**config.mk**
```make
export PLATFORM = sky130hd
export DESIGN_NAME = mips_scan_ctrl
export DESIGN_NICKNAME = d
export VERILOG_FILES = /design/src/rtl/mips_scan_ctrl.sv
export SDC_FILE = /design/constraint.sdc
export NUM_CORES = 1
export LEC_CHECK = 0
export CAP_MARGIN = 25
export CORE_MARGIN = 2
export CORE_UTILIZATION = 30
export DETAILED_ROUTE_END_ITERATION = 10
export PLACE_DENSITY = 0.49
export SLEW_MARGIN = 20
export SYNTH_ARGS = -nofsm -noshare
export SYNTH_HDL_FRONTEND = slang
export SYNTH_SLANG_ARGS = --single-unit
```
**constraint.sdc**
```tcl
create_clock -name clk -period 2.6 [get_ports clk]
set_input_delay 0.52 -clock clk [delete_from_list [all_inputs] [get_ports clk]]
set_output_delay 0.52 -clock clk [all_outputs]
set_load 0.1 [all_outputs]
```
**src/rtl/mips_scan_ctrl.sv**
```systemverilog
// Two-chain scan test controller: streams stimulus into both chains, pulses capture,
// and compacts the shifted-out responses into a 16-bit MISR signature.
module mips_scan_ctrl #(
    parameter int CHAIN_LEN = 64,
    parameter int MISR_W    = 16
) (
    input  logic              clk,
    input  logic              rst,
    input  logic              start,
    input  logic [15:0]       num_patterns,
    input  logic              si_valid,
    input  logic [1:0]        si_data,
    output logic              si_ready,
    output logic              test_si1,
    output logic              test_si2,
    output logic              test_se,
    input  logic              test_so1,
    input  logic              test_so2,
    output logic              scan_clk_en,
    output logic              so_valid,
    output logic [1:0]        so_data,
    output logic              busy,
    output logic              done,
    output logic [MISR_W-1:0] signature
);

    localparam int CNT_W = (CHAIN_LEN > 1) ? $clog2(CHAIN_LEN) : 1;
    localparam logic [CNT_W-1:0] CNT_LAST = CNT_W'(CHAIN_LEN - 1);
    localparam logic [MISR_W-1:0] MISR_POLY = MISR_W'(16'h100B);

    typedef enum logic [2:0] {
        S_IDLE,
        S_LOAD,
        S_CAPTURE,
        S_UNLOAD,
        S_DONE
    } state_t;

    state_t              state_q;
    logic [CNT_W-1:0]    shift_q;
    logic [15:0]         pat_q;
    logic [15:0]         npat_q;
    logic [MISR_W-1:0]   misr_q;
    logic [MISR_W-1:0]   misr_d;
    logic [15:0]         pat_d;

    // Output decode; the load path is combinational so a stalled source freezes the DUT clock.
    always_comb begin
        si_ready    = 1'b0;
        scan_clk_en = 1'b0;
        test_se     = 1'b0;
        test_si1    = 1'b0;
        test_si2    = 1'b0;
        so_valid    = 1'b0;
        case (state_q)
            S_LOAD: begin
                test_se     = 1'b1;
                si_ready    = si_valid;
                scan_clk_en = si_valid;
                test_si1    = si_data[0];
                test_si2    = si_data[1];
                // Pattern 0 shifts out whatever the chains held before the run.
                so_valid    = si_valid && (pat_q != 16'd0);
            end
            S_CAPTURE: begin
                scan_clk_en = 1'b1;
            end
            S_UNLOAD: begin
                test_se     = 1'b1;
                scan_clk_en = 1'b1;
                so_valid    = 1'b1;
            end
            default: ;
        endcase
    end

    assign so_data   = {test_so2, test_so1};
    assign busy      = (state_q != S_IDLE);
    assign done      = (state_q == S_DONE);
    assign signature = misr_q;
    assign pat_d     = pat_q + 16'd1;

    always_comb begin
        misr_d = misr_q;
        if (so_valid) begin
            misr_d = {misr_q[MISR_W-2:0], 1'b0}
                   ^ (misr_q[MISR_W-1] ? MISR_POLY : '0)
                   ^ MISR_W'({test_so2, test_so1});
        end
    end

    always_ff @(posedge clk) begin
        if (rst) begin
            state_q <= S_IDLE;
            shift_q <= '0;
            pat_q   <= '0;
            npat_q  <= '0;
            misr_q  <= '0;
        end else begin
            misr_q <= misr_d;
            case (state_q)
                S_IDLE: begin
                    if (start) begin
                        npat_q  <= num_patterns;
                        shift_q <= '0;
                        pat_q   <= '0;
                        misr_q  <= '0;
                        state_q <= (num_patterns == 16'd0) ? S_DONE : S_LOAD;
                    end
                end
                S_LOAD: begin
                    if (si_valid) begin
                        if (shift_q == CNT_LAST) begin
                            shift_q <= '0;
                            state_q <= S_CAPTURE;
                        end else begin
                            shift_q <= shift_q + CNT_W'(1);
                        end
                    end
                end
                S_CAPTURE: begin
                    pat_q   <= pat_d;
                    state_q <= (pat_d < npat_q) ? S_LOAD : S_UNLOAD;
                end
                S_UNLOAD: begin
                    if (shift_q == CNT_LAST) begin
                        shift_q <= '0;
                        state_q <= S_DONE;
                    end else begin
                        shift_q <= shift_q + CNT_W'(1);
                    end
                end
                S_DONE: begin
                    state_q <= S_IDLE;
                end
                default: begin
                    state_q <= S_IDLE;
                end
            endcase
        end
    end

endmodule

```
## Word level (Yosys, flattened, before mapping)

Index checks and enable logic that the tools add are counted.

- Magnitude comparators: 1
- Eq/ne operators: 9
- Muxes and demuxes: 23
- Reductions and logical operators: 13
- Bitwise logic cells: 2
- $add $sub $neg: 2

Operators by type and width:

| kind | number |
|---|---|
| 16-bit 2-to-1 mux | 4 |
| 16-bit case mux with 2 select lines | 1 |
| 6-bit 2-to-1 mux | 3 |
| 6-bit case mux with 3 select lines | 1 |
| 16-bit by 1-bit adder with 16-bit output, second input constant | 1 |
| 16-bit logical NOT | 1 |
| 16-bit less-than comparator | 1 |
| 16-bit nonzero test | 1 |
| 16-bit by 13-bit XOR with 16-bit output | 1 |
| 16-bit by 2-bit XOR with 16-bit output | 1 |
| 3-bit 2-to-1 mux | 5 |
| 13-bit 2-to-1 mux | 1 |
| 3-bit case mux with 4 select lines | 1 |
| 2-bit inequality test, second input constant | 4 |
| 6-bit by 1-bit adder with 6-bit output, second input constant | 1 |
| 3-bit by 2-bit == test with 1-bit output, second input constant | 2 |
| 6-bit == test, second input constant | 1 |
| 3-bit nonzero test | 2 |
| 1-bit 2-to-1 mux | 4 |
| 1-bit case mux with 2 select lines | 2 |
| 2-bit AND reduction | 2 |
| 4-bit AND reduction | 1 |
| 2-bit OR reduction | 2 |
| 3-bit by 1-bit == test with 1-bit output, second input constant | 1 |
| 6 further kinds | 6 |

- Input bits: 24
- Bits in registers: 57
- Logic and storage cells: 55
- Output and inout bits: 26

## Logic depth before layout (Yosys ltp)

- Depth in word-level cells: 6
- Mapped depth: 12
- Mapped depth without buffers: 11

## Worst setup path after synthesis

No wires, ideal clock.

- Path type: register to output
- Start: reg state_q[1]
- End: out done
- Slack: -0.772 ns
- Path buffers: 2
- Data arrival time: 2.852 ns
- Cell stages (with the launch flop): 4
- Cells stage by stage: dfxtp_1 -> clkbuf_1 -> clkbuf_1 -> nor3b_1

- Cells in the longest elaborated chain, start to end: 1

RTL lines:

| what | line | text |
|---|---|---|
| start: declaration | 39 | `state_t state_q;` |
| start signal: assignment | 108 | `state_q <= (num_patterns == 16'd0) ? S_DONE : S_LOAD;` |
| start signal: assignment | 123 | `state_q <= (pat_d < npat_q) ? S_LOAD : S_UNLOAD;` |
| 3-bit == test | 79 | `assign done = (state_q == S_DONE);` |
| end: declaration | 23 | `output logic done,` |

No other way between the ends.

## Worst setup path in the final report

- Start: reg pat_q[1]
- End: reg state_q[1]

- Cells in the longest elaborated chain, start to end: 4

RTL lines:

| what | line | text |
|---|---|---|
| start: declaration | 41 | `logic [15:0] pat_q;` |
| start signal: assignment | 122 | `pat_q <= pat_d;` |
| 16-bit by 1-bit adder with 16-bit output | 81 | `assign pat_d = pat_q + 16'd1;` |
| 16-bit less-than comparator | 123 |  |
| 2-bit 2-to-1 mux | 123 |  |
| 3-bit case mux with 4 select lines | 101 | `case (state_q)` |

No other way between the ends.
A chain may end at the register's enable or synchronous reset.

==> results.yml <==
global_route:
  grt_pass1_vias: 2796
  gr-total-overflow: 0
  grt_max_degree: 20
  antenna_found_initial: 0
  grt_use_total: 0.146
  grt_pass1_wl_um: 13200
drt:
  routed_wl_um: 8130
  avgViaCountPerCell: 4.86
  ant_nets: 0
  drtIter0Drc: 142
  drcViolationCount: 0
  wire_per_inst_um: 13.5
  dr_total_vias: 2919
  dr.pass1.iters: 4
worst_setup_path:
  cp_slowest_stage_delay_ps: 490
  critPathSlowestCell: "or4_4"
  cp-end-kind: "flop"
  worst-path-buf-inv: 0
  worstSetupStartpointType: "flop"
  r2r_start: "pat_q[1]$_SDFFE_PP0P_"
  setup.worst_path.class: "reg2reg"
  cp.arrival_ps: 2890
  crit_top_cell: "ha_4"
  cp_max_fo: 3
  crit_path_cell_trace: "ha_4 > nand3_4 > or4_4 > or2_4 > xnor2_4 > ha_4 > nand4_1 > nor4_2 > a32o_2 > a211oi_2 > o32ai_1"
  cp_top_family: "simple AND/OR/NAND/NOR gates"
  critical_path_required_ps: 2850
  crit_path_start: "pat_q[1]$_SDFFE_PP0P_"
min_path:
  hold_class: "reg2reg"
  hp-start: "npat_q[10]$_SDFFE_PP0P_"
flow_run:
  drv_cap: 0
sta:
  fin_hold_ws_ps: 457
  worst_pin_slew_ps: 682
  fin_ws_ps: -33.3
  maxSlewViolCount: 0
  setup_viol: 2
  grt_setup_unrepaired: "true"
  max_freq_mhz: 380
  skew_ps: 6.55
  period_needed_ps: 2630
  hold_viol: 0
  slew_headroom: 0.544
  fin_crit_sh: 1.01
pwr:
  irDropWorstVdd_mv: 0.166
  powerDensity_mw_per_mm2: 451
  p_leak_nw: 1.78
finish:
  drive_gt1_frac: 0.215
  fin_util: 0.411
  syn2layout_area_growth_pct: 33.3
  finalNonFillerCells: 601
  fin_area_mm2: 0.00424
  final_cell_mix: "55 x dfxtp_1, 50 x nand2_1, 49 x buf_4"
  diodes: 0
  fin_nets: 502
  layout_commonest_cell: "dfxtp_1"
yosys:
  yosysWarningCount: 0
  yosysUniqueCellTypes: 49
  ys_async_sr_fraction: 0
  synth_cells: 397
  netlist_area_mm2: 0.00318
  synth_seq_cells: 57
  synth_enable_flop_cells: 0
  syn_nets: 439
  seq_area_frac_synth: 0.358
  synth_flop_cell: "dfxtp_1"
  syn_area_per_cell_um2: 8.02
placement:
  placed_area_mm2: 0.00399
  place_ws_ps: -52.5
  gp_congestion: 0.817
  portBuffers: 49
  placed_cells: 583
  dpl.hpwl_um: 6000
floorplanning:
  core_region_area_mm2: 0.0103
  die_area_mm2: 0.0115
  dieHeight_um: 107
  fp.dieW_um: 107
  pin_count: 50
  num_rows: 37
  start_util: 0.308
clock_network:
  cts_buffer_depth: 2
  cts_sinks: 57
  path_clk_slew_ps: 70
  cts_tree: "done"
  cts_root_buffer: "clkbuf_8"
  worstSkewPairLatency_ps: 340
  h-tree-depth: 3
  cts_inserted_buffers: 9
outcome:
  violations: "setup timing"
  status: "complete, but fails checks"
## cell families (layout without fill, tap and decap cells)
logic type | after synthesis | count (layout) | synth area share
fa+ha+maj | 18 | 18 | 0.0708
flops | 57 | 57 | 0.358
buf+inv | 50 | 118 | 0.0645
mux | 17 | 17 | 0.0535
compound gates | 75 | 75 | 0.138
xor+xnor | 22 | 22 | 0.0605
simple gates | 158 | 158 | 0.254
## synth_stat cells (2+ instances only)
| cell type | n | area [µm²] |
|---|---|---|
| xor2_1 | 10 | 87.6 |
| nand2b_1 | 4 | 25.0 |
| buf_4 | 3 | 22.5 |
| or3_1 | 5 | 31.3 |
| and3_1 | 5 | 31.3 |
| nand3_4 | 2 | 35.0 |
| dfxtp_1 | 57 | 1140 |
| nor3b_1 | 5 | 37.5 |
| nor2_1 | 41 | 154 |
| o21ai_0 | 14 | 70.1 |
| and3_2 | 2 | 15.0 |
| nor4_1 | 7 | 43.8 |
| nand3_1 | 9 | 45.0 |
| or3b_2 | 2 | 17.5 |
| mux2i_1 | 17 | 170 |
| xnor2_1 | 12 | 105 |
| nand2_1 | 50 | 188 |
| ha_1 | 18 | 225 |
| buf_2 | 4 | 20.0 |
| or3_2 | 3 | 22.5 |
| nand4_1 | 6 | 37.5 |
| clkbuf_1 | 19 | 71.3 |
| a21oi_1 | 39 | 195 |
| a311oi_1 | 3 | 26.3 |
| a22oi_1 | 3 | 22.5 |
| a21o_1 | 3 | 22.5 |
| nor3_1 | 7 | 35.0 |
| a31oi_1 | 3 | 18.8 |
| o21a_1 | 2 | 15.0 |
| inv_1 | 23 | 86.3 |
## sequential cells by signal, summed over array words and instances, names as in the netlist
signal,cells
npat_q,16
pat_q,16
shift_q,6
signature,16
state_q,3
## routing by layer
layer	track usage	wire length, µm	vias to the layer above
met4	0.0566	176	0
met2	0.240	3750	60
met1	0.185	3890	1347
met3	0.0322	323	16
met5	0	0	-
li1	-	-	1496
## stage by stage
stage	TNS, ps	power, W
after floorplan	-2950	0.00109
final	-55.0	0.00191
after CTS	-62.3	0.00195
after global placement	0	0.00119
after global routing	-245	0.00201
after detailed placement	-52.5	0.00119
## final timing paths
check | end | slack (ps) | cells after the start
worst max-delay path | state_q[1]$_SDFFE_PP0P_ | -30 | 11
worst min-delay path | npat_q[10]$_SDFFE_PP0P_ | 460 | 2
worst max register to register | state_q[1]$_SDFFE_PP0P_ | -30 | 11
worst min register to register | npat_q[10]$_SDFFE_PP0P_ | 460 | 2
## cell type report
class | count | area (µm²)
Inverter | 23 | 93.8
Clock inverter | 7 | 45.0
Timing Repair Buffer | 79 | 738
Tap cell | 136 | 170
Multi-Input combinational cell | 290 | 1930
Clock buffer | 9 | 124
Fill cell | 1080 | 6080
Sequential cell | 57 | 1150
## tightest hold or removal path: cells and delay by family (launching register included)
kind	cells	cell delay, ps
AOI/OAI and AO/OA	1	50
DFF	1	310
and+or+nand+nor	1	50
## repair_timing
action                                  in CTS  in global routing
hold buffers                                 0                  0
endpoints found under the setup margin       2                  2
pin swaps                                    0                  2
setup buffers                                1                  1
gates resized for setup                      5                  5
## power by group
group / internal (W) / switching (W)
combinational: 0.000110 / 0.000167
clock: 0.000343 / 0.000390
sequential: 0.000890 / 0.0000135
Power figures use the tool's default switching activity.
